**src/rtl/snoop_bus_ctrl.sv**
```systemverilog
// Snooping-bus controller for the MSI multicore cache system: round-robin arbitration,
// snoop/invalidate broadcast and cache-to-cache or dmem data sourcing.
module snoop_bus_ctrl #(
    parameter int NUM_CORES = 4,
    parameter int ADDR_W    = 11,
    parameter int MEM_LAT   = 4,
    parameter int IDX_W     = $clog2(NUM_CORES)
) (
    input  logic                        clk,
    input  logic                        rst_n,
    input  logic [NUM_CORES-1:0]        rd_miss,
    input  logic [NUM_CORES-1:0]        wr_miss,
    input  logic [NUM_CORES-1:0]        inv_req,
    input  logic [NUM_CORES*ADDR_W-1:0] req_addr,
    input  logic [NUM_CORES-1:0]        snoop_hit,
    output logic [NUM_CORES-1:0]        grant,
    output logic [ADDR_W-1:0]           bus_addr,
    output logic [NUM_CORES-1:0]        snoop_req,
    output logic [NUM_CORES-1:0]        snoop_inv,
    output logic                        fwd_valid,
    output logic [IDX_W-1:0]            fwd_src,
    output logic                        mem_rd,
    output logic                        mem_inv,
    output logic [NUM_CORES-1:0]        done,
    output logic                        busy
);

    localparam int CNT_W = (MEM_LAT > 2) ? $clog2(MEM_LAT) : 1;

    typedef enum logic [2:0] {
        ST_IDLE  = 3'd0,
        ST_SNOOP = 3'd1,
        ST_INV   = 3'd2,
        ST_XFER  = 3'd3,
        ST_MEM   = 3'd4,
        ST_DONE  = 3'd5
    } state_t;

    typedef enum logic [1:0] {
        OP_RD  = 2'd0,
        OP_WR  = 2'd1,
        OP_INV = 2'd2
    } op_t;

    function automatic logic [NUM_CORES-1:0] idx_onehot(input logic [IDX_W-1:0] idx);
        logic [NUM_CORES-1:0] v;
        v      = '0;
        v[idx] = 1'b1;
        return v;
    endfunction

    function automatic logic [IDX_W-1:0] wrap_idx(input logic [IDX_W-1:0] base, input int off);
        return IDX_W'((int'(base) + off) % NUM_CORES);
    endfunction

    state_t                 state_r, state_s;
    op_t                    op_r, op_s;
    logic [IDX_W-1:0]       win_r, win_s, rr_r, rr_s, fsrc_r, fsrc_s;
    logic [ADDR_W-1:0]      addr_r, addr_s;
    logic [CNT_W-1:0]       cnt_r, cnt_s;
    logic [NUM_CORES-1:0]   req_any_s, hit_m_s, others_s;
    logic [IDX_W-1:0]       pick_s, low_s;

    logic [NUM_CORES-1:0]   grant_r, grant_s, sreq_r, sreq_s, sinv_r, sinv_s, done_r, done_s;
    logic [ADDR_W-1:0]      baddr_r, baddr_s;
    logic [IDX_W-1:0]       fsrc_o_r, fsrc_o_s;
    logic                   fwdv_r, fwdv_s, memrd_r, memrd_s, meminv_r, meminv_s, busy_r, busy_s;

    // Arbiter and snoop-hit priority: scanning downward lets the lowest offset win.
    always_comb begin
        req_any_s = rd_miss | wr_miss | inv_req;
        hit_m_s   = snoop_hit & ~idx_onehot(win_r);
        pick_s    = rr_r;
        low_s     = '0;
        for (int k = NUM_CORES - 1; k >= 0; k--) begin
            if (req_any_s[wrap_idx(rr_r, k)]) begin
                pick_s = wrap_idx(rr_r, k);
            end else begin
                pick_s = pick_s;
            end
        end
        for (int j = NUM_CORES - 1; j >= 0; j--) begin
            if (hit_m_s[j]) begin
                low_s = IDX_W'(j);
            end else begin
                low_s = low_s;
            end
        end
    end

    // Next-state and latched transaction context.
    always_comb begin
        state_s = state_r;
        op_s    = op_r;
        win_s   = win_r;
        addr_s  = addr_r;
        fsrc_s  = fsrc_r;
        cnt_s   = cnt_r;
        rr_s    = rr_r;
        case (state_r)
            ST_IDLE: begin
                if (|req_any_s) begin
                    win_s  = pick_s;
                    addr_s = req_addr[int'(pick_s)*ADDR_W +: ADDR_W];
                    if (inv_req[pick_s]) begin
                        op_s    = OP_INV;
                        state_s = ST_INV;
                    end else if (wr_miss[pick_s]) begin
                        op_s    = OP_WR;
                        state_s = ST_SNOOP;
                    end else begin
                        op_s    = OP_RD;
                        state_s = ST_SNOOP;
                    end
                end else begin
                    state_s = ST_IDLE;
                end
            end
            ST_SNOOP: begin
                cnt_s = '0;
                if (|hit_m_s) begin
                    fsrc_s  = low_s;
                    state_s = ST_XFER;
                end else begin
                    state_s = ST_MEM;
                end
            end
            ST_XFER: begin
                if (cnt_r == CNT_W'(1)) begin
                    state_s = ST_DONE;
                end else begin
                    cnt_s = cnt_r + CNT_W'(1);
                end
            end
            ST_MEM: begin
                if (cnt_r == CNT_W'(MEM_LAT - 1)) begin
                    state_s = ST_DONE;
                end else begin
                    cnt_s = cnt_r + CNT_W'(1);
                end
            end
            ST_INV: begin
                state_s = ST_DONE;
            end
            ST_DONE: begin
                cnt_s   = '0;
                rr_s    = (win_r == IDX_W'(NUM_CORES - 1)) ? '0 : win_r + IDX_W'(1);
                state_s = ST_IDLE;
            end
            default: begin
                state_s = ST_IDLE;
            end
        endcase
    end

    // Output decode from next state so every port comes straight from a flop.
    always_comb begin
        grant_s  = '0;
        baddr_s  = '0;
        sreq_s   = '0;
        sinv_s   = '0;
        fwdv_s   = 1'b0;
        fsrc_o_s = '0;
        memrd_s  = 1'b0;
        meminv_s = 1'b0;
        done_s   = '0;
        busy_s   = 1'b0;
        others_s = ~idx_onehot(win_s);
        if (state_s != ST_IDLE) begin
            grant_s = idx_onehot(win_s);
            baddr_s = addr_s;
            busy_s  = 1'b1;
        end else begin
            busy_s  = 1'b0;
        end
        case (state_s)
            ST_SNOOP: begin
                sreq_s = others_s;
                sinv_s = (op_s == OP_WR) ? others_s : '0;
            end
            ST_INV: begin
                sinv_s   = others_s;
                meminv_s = 1'b1;
            end
            ST_XFER: begin
                fwdv_s   = 1'b1;
                fsrc_o_s = fsrc_s;
            end
            ST_MEM:  memrd_s = 1'b1;
            ST_DONE: done_s  = idx_onehot(win_s);
            default: busy_s  = busy_s;
        endcase
    end

    // State, context and output registers.
    always_ff @(posedge clk or negedge rst_n) begin
        if (!rst_n) begin
            state_r  <= ST_IDLE;
            op_r     <= OP_RD;
            win_r    <= '0;
            rr_r     <= '0;
            fsrc_r   <= '0;
            addr_r   <= '0;
            cnt_r    <= '0;
            grant_r  <= '0;
            baddr_r  <= '0;
            sreq_r   <= '0;
            sinv_r   <= '0;
            fwdv_r   <= 1'b0;
            fsrc_o_r <= '0;
            memrd_r  <= 1'b0;
            meminv_r <= 1'b0;
            done_r   <= '0;
            busy_r   <= 1'b0;
        end else begin
            state_r  <= state_s;
            op_r     <= op_s;
            win_r    <= win_s;
            rr_r     <= rr_s;
            fsrc_r   <= fsrc_s;
            addr_r   <= addr_s;
            cnt_r    <= cnt_s;
            grant_r  <= grant_s;
            baddr_r  <= baddr_s;
            sreq_r   <= sreq_s;
            sinv_r   <= sinv_s;
            fwdv_r   <= fwdv_s;
            fsrc_o_r <= fsrc_o_s;
            memrd_r  <= memrd_s;
            meminv_r <= meminv_s;
            done_r   <= done_s;
            busy_r   <= busy_s;
        end
    end

    assign grant     = grant_r;
    assign bus_addr  = baddr_r;
    assign snoop_req = sreq_r;
    assign snoop_inv = sinv_r;
    assign fwd_valid = fwdv_r;
    assign fwd_src   = fsrc_o_r;
    assign mem_rd    = memrd_r;
    assign mem_inv   = meminv_r;
    assign done      = done_r;
    assign busy      = busy_r;

endmodule

```
**config.mk**
```make
export PLATFORM = sky130hd
export DESIGN_NAME = snoop_bus_ctrl
export DESIGN_NICKNAME = d
export VERILOG_FILES = /design/src/rtl/snoop_bus_ctrl.sv
export SDC_FILE = /design/constraint.sdc
export NUM_CORES = 1
export LEC_CHECK = 0
export ABC_AREA = 1
export CAP_MARGIN = 40
export CORE_UTILIZATION = 65
export CTS_CLUSTER_DIAMETER = 30
export DETAILED_ROUTE_END_ITERATION = 8
export DONT_BUFFER_PORTS = 1
export PLACE_DENSITY = 0.9
export SYNTH_ARGS = -nofsm -noshare
export SYNTH_HDL_FRONTEND = slang
export SYNTH_SLANG_ARGS = --single-unit
```
**constraint.sdc**
```tcl
create_clock -name clk -period 5.05 [get_ports clk]
set_input_delay 0.7575 -clock clk [delete_from_list [all_inputs] [get_ports clk]]
set_output_delay 0.7575 -clock clk [all_outputs]
set_load 0.01 [all_outputs]
```
==> impl_metrics.py, run 1 <==
metrics = {
    "outcome": {
        "status": "finished with violations",
        "violations": "design-rule violations",
    },
    "power_and_ir_drop": {
        "vdd_drop_max_mv": 0.3826,
        "p_leak_nw": 1.643,
        "p_per_area_nw_per_um2": 762.3,
    },
    "setup_path": {
        "critPathKind": "reg2reg",
        "worst_ep_required_time_ns": 5.21,
        "path_cells": "inv_6 -> nand3_1 -> and2_1 -> nand2_1 -> a21boi_1 -> nand2_2 -> inv_1 -> nand3_1 -> nand3_2 -> nand2_4 -> nor2_8 -> a21oi_1",
        "critPathTopFamily": "simple AND/OR/NAND/NOR gates",
        "critical_path.max_stage_delay_ns": 0.66,
        "ff2ff_setup_slack_ns": 2.25,
        "path_buf_inv": 2,
        "cp-start-kind": "flip-flop",
        "r2r_start": "rr_r[0]",
        "critical_path_depth": 12,
        "crit_top_cell": "nand3_1",
        "slowest_stage": "dfrtp_1",
        "r2r_cells": 12,
        "worst-path-max-fanout": 16,
        "cp.arrival_ns": 2.97,
        "crit_path_end_kind": "flip-flop",
        "timing.rr.end": "bus_addr[0]",
    },
    "floorplanning": {
        "design.core.area_um2": 4444,
        "initial_core_util_pct": 68.64,
        "die_h_um": 70.51,
        "row_count": 24,
        "die_w_um": 70.51,
        "ios": 95,
        "die_area_um2": 4971,
    },
    "layout": {
        "nFillCells": 359,
        "antennaDiodeCount": 0,
        "synthToLayoutAreaGrowth_pct": 4.184,
        "drive_gt1_share_pct": 12.27,
        "stdcell_count": 427,
        "nets": 442,
    },
    "clock_network": {
        "clk_pin_slew_ns": 0.10,
        "clk_latency_ns": 0.30,
        "postCtsHoldBufs": 0,
        "cts_resized": 0,
        "post_cts_buffers": 0,
        "cts_buffer_depth": 2,
        "numClockSinks": 55,
        "cts_tree": "yes",
        "numCtsBuffers": 5,
        "htree_num_levels": 2,
        "cts-root-buf": "clkbuf_8",
    },
    "placement": {
        "hpwlAfterDp_um": 4748,
        "place_congestion": 0.8848,
        "placedCellCount": 419,
        "io_buffers": 0,
    },
    "logic_synthesis": {
        "synth.most_common_cell": "nand2_1",
        "async_flop_share_pct": 100.0,
        "yosysTopAreaCell": "dfrtp_1",
        "synth.cell_area_um2": 3050,
        "synthDistinctLibCells": 33,
        "yosys-top-cells-count": "nand2_1, inv_1, nand3_1",
        "synthCells": 377,
        "yosysTopAreaCellShare_pct": 45.12,
        "synth_warnings": 0,
        "yosys-top-cells-area": "dfrtp_1, nand3_1, nand2_1",
        "avgSynthCellArea_um2": 8.091,
        "yosys_most_used_dff": "dfrtp_1",
        "synth_edf_count": 0,
        "synth_seq_area_share_pct": 45.12,
        "synth_fp_nets": 445,
        "ys_ff_latch": 55,
    },
    "timing": {
        "rsz0062_at_grt": "false",
        "hold_ws_ns": 0.1336,
        "slew_violations": 0,
        "report.final.setup_viol": 0,
        "tightest_slew_ns": 0.6568,
        "maxSlewHeadroom_pct": 55.88,
        "finalSetupTns_ns": 0,
        "fin_crit_ns": 2.804,
        "fin_crit_sh_pct": 55.52,
        "hold_viol": 0,
        "max_freq_mhz": 356.7,
        "clock_skew_ns": 0.008545,
    },
    "global_routing": {
        "grt-ovfl-total": 0,
        "grt_start_max_net_pins": 56,
        "globalRouteMet3Util_pct": 6.782,
        "grt_pass1_wl_um": 10290,
        "top_usage_layer": "met2",
        "grt_usage_pct": 26.49,
        "antenna_found_initial": 0,
        "use_met2_pct": 45.20,
        "grt_util_met1_pct": 32.40,
        "first_global_vias": 2364,
    },
    "min_path": {
        "hold_class": "in2async",
    },
    "drt": {
        "via_per_inst": 5.625,
        "routed_wl_um": 6075,
        "drtIter0Drc": 163,
        "wl_per_cell_um": 14.23,
        "drt_first_pass_iters": 7,
        "remaining_drc_errors": 14,
        "vias": 2402,
        "ant_nets": 0,
    },
    "job": {
        "maxCapViolations": 0,
    },
}
==> placed cells by master (no fill, tap or decap), types with 4 or more instances in the layout <==
| master | Yosys | final |
|---|---|---|
| nand2_1 | 71 | 71 |
| nor2_1 | 30 | 29 |
| ha_1 | 6 | 6 |
| a21oi_1 | 9 | 9 |
| clkbuf_8 | 0 | 5 |
| nand2_2 | 5 | 5 |
| dfrtp_1 | 55 | 55 |
| inv_1 | 62 | 62 |
| nand3_1 | 59 | 59 |
| nand2_4 | 8 | 8 |
| nor3_1 | 7 | 7 |
| o21ai_0 | 21 | 21 |
| nand3_2 | 4 | 4 |
| a21oi_2 | 9 | 9 |
==> logic make-up after synthesis <==
family                   count (synthesis)  share of synthesized area (%)
multiplexers                             1                         0.3282
AO/OA/AOI/OAI                           43                          8.327
adder cells (fa/ha/maj)                  6                          2.461
buffers and inverters                   78                          11.24
XOR/XNOR                                 1                         0.5334
flip-flops                              55                          45.12
AND/OR/NAND/NOR                        193                          31.99
==> flip-flops by register name, summed over array words and instances, names as in the netlist, 3 cells and up <==
name       cells
snoop_req      4
grant          4
snoop_inv      4
done           4
addr_r        11
bus_addr      11
state_r        3
==> power breakdown <==
part | switching [W] | internal (W) | total (W)
Sequential | 0.000137 | 0.000622 | 0.000759
Clock | 0.000139 | 0.000150 | 0.000289
Combinational | 0.000929 | 0.000446 | 0.00137
==> layout make-up <==
type / count / area (µm²) / share of cell area (%)
Timing Repair Buffer: 2 / 30.03 / 0.9449
Clock inverter: 2 / 38.79 / 1.220
Inverter: 66 / 252.7 / 7.953
Tap cell: 52 / 65.06 / 2.047
Clock buffer: 6 / 72.57 / 2.283
Multi-Input combinational cell: 244 / 1343 / 42.24
Sequential cell: 55 / 1376 / 43.31
==> through the flow <==
| step | util (%) | instance area [µm²] | power (W) | setup WS (ns) |
|---|---|---|---|---|
| after floorplan | - | 3050 | 0.001940 | 2.649 |
| after global placement | 68.33 | 3037 | 0.002052 | 2.198 |
| after detailed placement | 69.00 | 3067 | 0.002144 | 2.123 |
| after CTS | 71.51 | 3178 | 0.002432 | 2.240 |
| after global routing | 71.51 | 3178 | 0.002647 | 2.022 |
| final | 71.51 | 3178 | 0.002423 | 2.246 |
==> routing by layer <==
layer	up-vias	routed length, µm
met3	12	378
met4	0	104
met1	1128	2513
li1	1187	-
met5	-	0
met2	75	3078
==> worst max-delay path by stage <==
stage                              to  startpoint  slack, ns
after CTS                 bus_addr[0]     rr_r[0]       2.24
after detailed placement  bus_addr[3]  rd_miss[1]       2.12
after floorplan           bus_addr[4]  rd_miss[3]       2.65
final                     bus_addr[0]     rr_r[0]       2.25
after global routing      bus_addr[0]     rr_r[0]       2.02
after global placement    bus_addr[2]  rd_miss[1]       2.20
==> worst reg2reg max path, stage by stage, from the launching register on <==
cell	delay (ns)
dfrtp_1	0.66
inv_6	0.09
nand3_1	0.13
and2_1	0.15
nand2_1	0.07
a21boi_1	0.16
nand2_2	0.23
inv_1	0.40
nand3_1	0.15
nand3_2	0.14
nand2_4	0.09
nor2_8	0.30
a21oi_1	0.11
No activity file was read; power rests on OpenSTA's default activity.
==> run 2: changes to the inputs <==
CORE_UTILIZATION = 63   (was 65)
PLACE_DENSITY = 0.88   (was 0.9)
clock period = 2.6 ns   (was 5.05 ns; I/O delays follow)
==> impl_metrics.py, run 2 (synthesized netlist as in run 1, its figures left out) <==
metrics = {
    "outcome": {
        "status": "completed",
    },
    "timing": {
        "fin_crit_sh_pct": 93.02,
        "clock_skew_ns": 0.007991,
        "rsz0062_at_grt": "false",
        "tightest_slew_ns": 0.4996,
        "max_freq_mhz": 413.5,
        "slew_violations": 0,
        "maxSlewHeadroom_pct": 66.38,
        "hold_viol": 0,
        "report.final.setup_viol": 0,
        "finalSetupTns_ns": 0,
        "fin_crit_ns": 2.419,
    },
    "floorplanning": {
        "die_h_um": 71.59,
        "design.core.area_um2": 4504,
        "die_area_um2": 5124,
        "die_w_um": 71.59,
        "row_count": 24,
        "ios": 95,
        "initial_core_util_pct": 67.72,
    },
    "power_and_ir_drop": {
        "p_per_area_nw_per_um2": 1483,
        "p_leak_nw": 1.688,
        "vdd_drop_max_mv": 0.7001,
    },
    "global_routing": {
        "grt_start_max_net_pins": 56,
        "use_met2_pct": 46.88,
        "grt_pass1_wl_um": 10760,
        "grt_usage_pct": 26.86,
        "first_global_vias": 2379,
        "grt_util_met1_pct": 34.30,
        "antenna_found_initial": 0,
        "globalRouteMet3Util_pct": 5.345,
        "grt-ovfl-total": 0,
        "top_usage_layer": "met2",
    },
    "setup_path": {
        "worst_ep_required_time_ns": 2.78,
        "critPathKind": "reg2reg",
        "cp.arrival_ns": 2.60,
        "crit_top_cell": "nand2_4",
        "slowest_stage": "dfrtp_2",
        "critical_path.max_stage_delay_ns": 0.51,
        "cp-start-kind": "flip-flop",
        "path_cells": "inv_6 -> nand3_1 -> and2_1 -> nand2_1 -> nand2_1 -> inv_2 -> nand2_4 -> nand2_4 -> nand2_4 -> nand2_2 -> nand3_4 -> nand3_4 -> nand2_4 -> nor2_4 -> a21oi_2",
        "crit_path_end_kind": "flip-flop",
        "worst-path-max-fanout": 28,
    },
    "layout": {
        "drive_gt1_share_pct": 14.32,
        "multi_input_area_um2": 1365,
        "nets": 451,
        "regArea_um2": 1378,
        "layout_common_cells": "nand2_1, inv_1, nand3_1",
        "post-route-util_pct": 72.75,
        "antennaDiodeCount": 0,
        "synthToLayoutAreaGrowth_pct": 7.424,
        "final_common_cell": "nand2_1",
        "nFillCells": 331,
    },
    "drt": {
        "wl_per_cell_um": 14.21,
        "vias": 2419,
        "drtIter0Drc": 221,
        "via_per_inst": 5.548,
        "routed_wl_um": 6194,
        "ant_nets": 0,
        "remaining_drc_errors": 0,
        "drt_first_pass_iters": 4,
    },
    "clock_network": {
        "numClockSinks": 55,
        "cts_buffer_depth": 2,
        "clk_latency_ns": 0.30,
        "clk_pin_slew_ns": 0.10,
        "htree_num_levels": 2,
        "cts_tree": "yes",
        "cts-root-buf": "clkbuf_8",
        "numCtsBuffers": 5,
    },
    "placement": {
        "place_congestion": 0.8640,
        "hpwlAfterDp_um": 4594,
        "io_buffers": 0,
    },
    "min_path": {
        "hold_class": "in2reg",
    },
    "job": {
        "maxCapViolations": 0,
    },
}
-- run 2: stage by stage --
stage / hold slack (ns) / cell area, µm² / worst slack, ns / instances / power (W)
floorplan: 0.09441 / 3050 / 0.4110 / 377 / 0.003768
global placement: 0.09532 / 3082 / 0.1919 / 423 / 0.004061
detailed placement: 0.09536 / 3097 / 0.1059 / 424 / 0.004196
CTS: 0.3789 / 3246 / 0.08429 / 434 / 0.004793
global route: 0.4179 / 3277 / 0.01879 / 436 / 0.005342
finish: 0.3807 / 3277 / 0.1815 / 436 / 0.004860
-- run 2: area by class of cell --
| type | instances | area share [%] |
|---|---|---|
| Clock buffer | 6 | 2.215 |
| Clock inverter | 2 | 1.184 |
| Inverter | 66 | 7.713 |
| Multi-Input combinational cell | 245 | 41.66 |
| Sequential cell | 55 | 42.04 |
| Tap cell | 52 | 1.985 |
| Timing Repair Buffer | 10 | 3.207 |
-- run 2: worst max-delay path, delay by kind of cell, from the launching register on --
| family | cells | cell delay (ns) |
|---|---|---|
| and+or+nand+nor | 12 | 1.48 |
| AOI/OAI and AO/OA | 1 | 0.09 |
| DFF | 1 | 0.51 |
| buffers and inverters | 2 | 0.22 |
-- run 2: power by group --
part	switching [W]	internal [W]
clock network	0.000267	0.000291
logic	0.00187	0.000958
registers	0.000268	0.00121
-- run 2: routing by layer --
metal	vias up	share of wire (%)
li1	1203	-
met1	1133	43
met2	69	50
met3	14	5.1
met4	0	1.7
met5	-	0
-- run 2: repair_timing --
action | CTS | global route
setup buffers | 0 | 1
endpoints found under the setup margin | 0 | 22
hold endpoints to repair | 55 | 0
hold buffers | 2 | 0
resized for setup | 0 | 2
-- run 2: final timing paths --
| kind | to | depth (start not counted) | start | slack (ns) |
|---|---|---|---|---|
| max | grant[0] | 15 | rr_r[0] | 0.18 |
| min | addr_r[10] | 4 | req_addr[21] | 0.38 |
| max reg2reg | grant[0] | 15 | rr_r[0] | 0.18 |
| min reg2reg | fsrc_r[0] | 2 | fsrc_r[0] | 0.48 |
| max in group asynchronous | rr_r[0] | 2 | rst_n | 1.72 |
| min in group asynchronous | addr_r[5] | 2 | rst_n | 0.63 |
==> run 3: changes to the inputs <==
CORE_UTILIZATION = 32   (was 63)
GPL_ROUTABILITY_DRIVEN = 0   (was not set)
PLACE_DENSITY = 0.55   (was 0.88)
==> impl_metrics.py, run 3 (synthesized netlist as in run 1, its figures left out) <==
metrics = {
    "global_routing": {
        "grt-ovfl-total": 0,
        "grt_start_max_net_pins": 56,
        "first_global_vias": 2487,
        "grt_usage_pct": 14.96,
        "grt_pass1_wl_um": 11560,
        "antenna_found_initial": 0,
    },
    "timing": {
        "rsz0062_at_grt": "false",
        "slew_violations": 0,
        "finalSetupTns_ns": 0,
        "clock_skew_ns": 0.003194,
        "maxSlewHeadroom_pct": 60.46,
        "hold_ws_ns": 0.3787,
        "max_freq_mhz": 423.9,
        "report.final.setup_viol": 0,
        "fin_crit_sh_pct": 90.72,
        "hold_viol": 0,
        "tightest_slew_ns": 0.5924,
        "fin_crit_ns": 2.359,
    },
    "clock_network": {
        "htree_num_levels": 2,
        "cts-root-buf": "clkbuf_8",
        "cts_buffer_depth": 2,
        "numCtsBuffers": 5,
        "clk_pin_slew_ns": 0.10,
        "numClockSinks": 55,
        "clk_latency_ns": 0.30,
        "cts_tree": "yes",
    },
    "min_path": {
        "min-delay-start": "req_addr[20]",
        "holdPathEnd": "addr_r[9]",
        "holdPathStages": 4,
        "hold_class": "in2reg",
    },
    "drt": {
        "vias": 2397,
        "via_per_inst": 4.636,
        "routed_wl_um": 6963,
        "remaining_drc_errors": 0,
        "wl_per_cell_um": 13.47,
        "ant_nets": 0,
        "drtIter0Drc": 73,
        "drt_first_pass_iters": 4,
    },
    "placement": {
        "io_buffers": 0,
        "hpwlAfterDp_um": 5508,
    },
    "setup_path": {
        "cp.arrival_ns": 2.59,
        "crit_path_end_kind": "flip-flop",
        "timing.rr.end": "done[0]",
        "cp-start-kind": "flip-flop",
        "r2r_start": "rr_r[0]",
        "worst_ep_required_time_ns": 2.83,
        "r2r_cells": 14,
        "worst-path-max-fanout": 8,
        "critPathKind": "reg2reg",
        "ff2ff_setup_slack_ns": 0.24,
    },
    "layout": {
        "post-route-util_pct": 36.66,
        "nFillCells": 963,
        "synthToLayoutAreaGrowth_pct": 11.03,
        "drive_gt1_share_pct": 15.46,
        "layout_common_cells": "nand2_1, inv_1, nand3_1",
        "nets": 455,
        "final_common_cell": "nand2_1",
        "antennaDiodeCount": 0,
    },
    "floorplanning": {
        "ios": 95,
        "die_area_um2": 9927,
        "die_h_um": 99.64,
        "initial_core_util_pct": 33.01,
        "die_w_um": 99.64,
        "design.core.area_um2": 9240,
        "row_count": 35,
    },
    "power_and_ir_drop": {
        "p_leak_nw": 1.703,
        "vdd_drop_max_mv": 0.4986,
        "p_per_area_nw_per_um2": 1441,
    },
    "job": {
        "maxCapViolations": 0,
    },
    "outcome": {
        "status": "completed",
    },
}
==> run 3: layout make-up <==
type	count	area, µm²	area share (%)
sequential	55	1378	40.67
clock buffer	6	72.57	2.143
timing repair buffer	15	160.2	4.728
clock inverter	2	17.52	0.5172
multi-input combinational	244	1345	39.71
tap	129	161.4	4.765
inverter	66	252.7	7.462
==> run 3: report_power, final <==
part	internal (W)	leakage, nW	total, W	switching (W)
clock	0.000194	0.0454	0.000476	0.000281
sequential	0.00121	0.706	0.00148	0.000266
combinational	0.00105	0.951	0.00293	0.00188
total	0.00245	1.70	0.00488	0.00243
==> run 3: worst max-delay path by stage <==
stage,to,slack (ns),depth (start not counted),startpoint
final,done[0],0.24,14,rr_r[0]
after global routing,grant[0],0.06,14,rr_r[0]
after CTS,done[1],0.05,14,rr_r[0]
after detailed placement,done[1],0.08,14,rr_r[0]
after global placement,grant[1],0.12,13,rr_r[0]
after floorplan,bus_addr[4],0.41,9,win_r[0]
==> run 3: stage by stage <==
| stage | total power [W] | area, µm² | setup WS (ns) | std cells |
|---|---|---|---|---|
| 2_1_floorplan | 0.003768 | 3050 | 0.4110 | 377 |
| 3_3_place_gp | 0.004344 | 3226 | 0.1240 | 503 |
| 3_5_place_dp | 0.004381 | 3226 | 0.08189 | 503 |
| 4_1_cts | 0.004895 | 3353 | 0.04971 | 513 |
| 5_1_grt | 0.005397 | 3387 | 0.06393 | 517 |
| 6_report | 0.004880 | 3387 | 0.2412 | 517 |
==> run 3: critical path, stage by stage (launching register included) <==
cell	delay [ns]
dfrtp_2	0.52
inv_6	0.13
nand3_1	0.12
nand3_1	0.14
nand2_1	0.09
nor2_1	0.11
nand2_1	0.07
nand2_2	0.15
buf_4	0.19
nand2_1	0.06
o21ai_1	0.15
inv_1	0.11
nor2_1	0.22
inv_1	0.11
nor2_1	0.12
==> run 3: per-layer routing <==
layer  track usage, %  up-vias  wire length, µm  share of wire, %
met1            16.98     1114             2956                42
met3            3.795       11              409               5.9
li1                 -     1205                -                 -
met4            4.072        0              138               2.0
met5                0        -                0                 0
met2            27.72       67             3459                50
==> run 3: what timing repair did <==
action | CTS | global route
hold buffers | 2 | 0
hold endpoints to repair | 55 | 0
setup buffers | 0 | 4
resized for setup | 0 | 2
endpoints found under the setup margin | 0 | 22
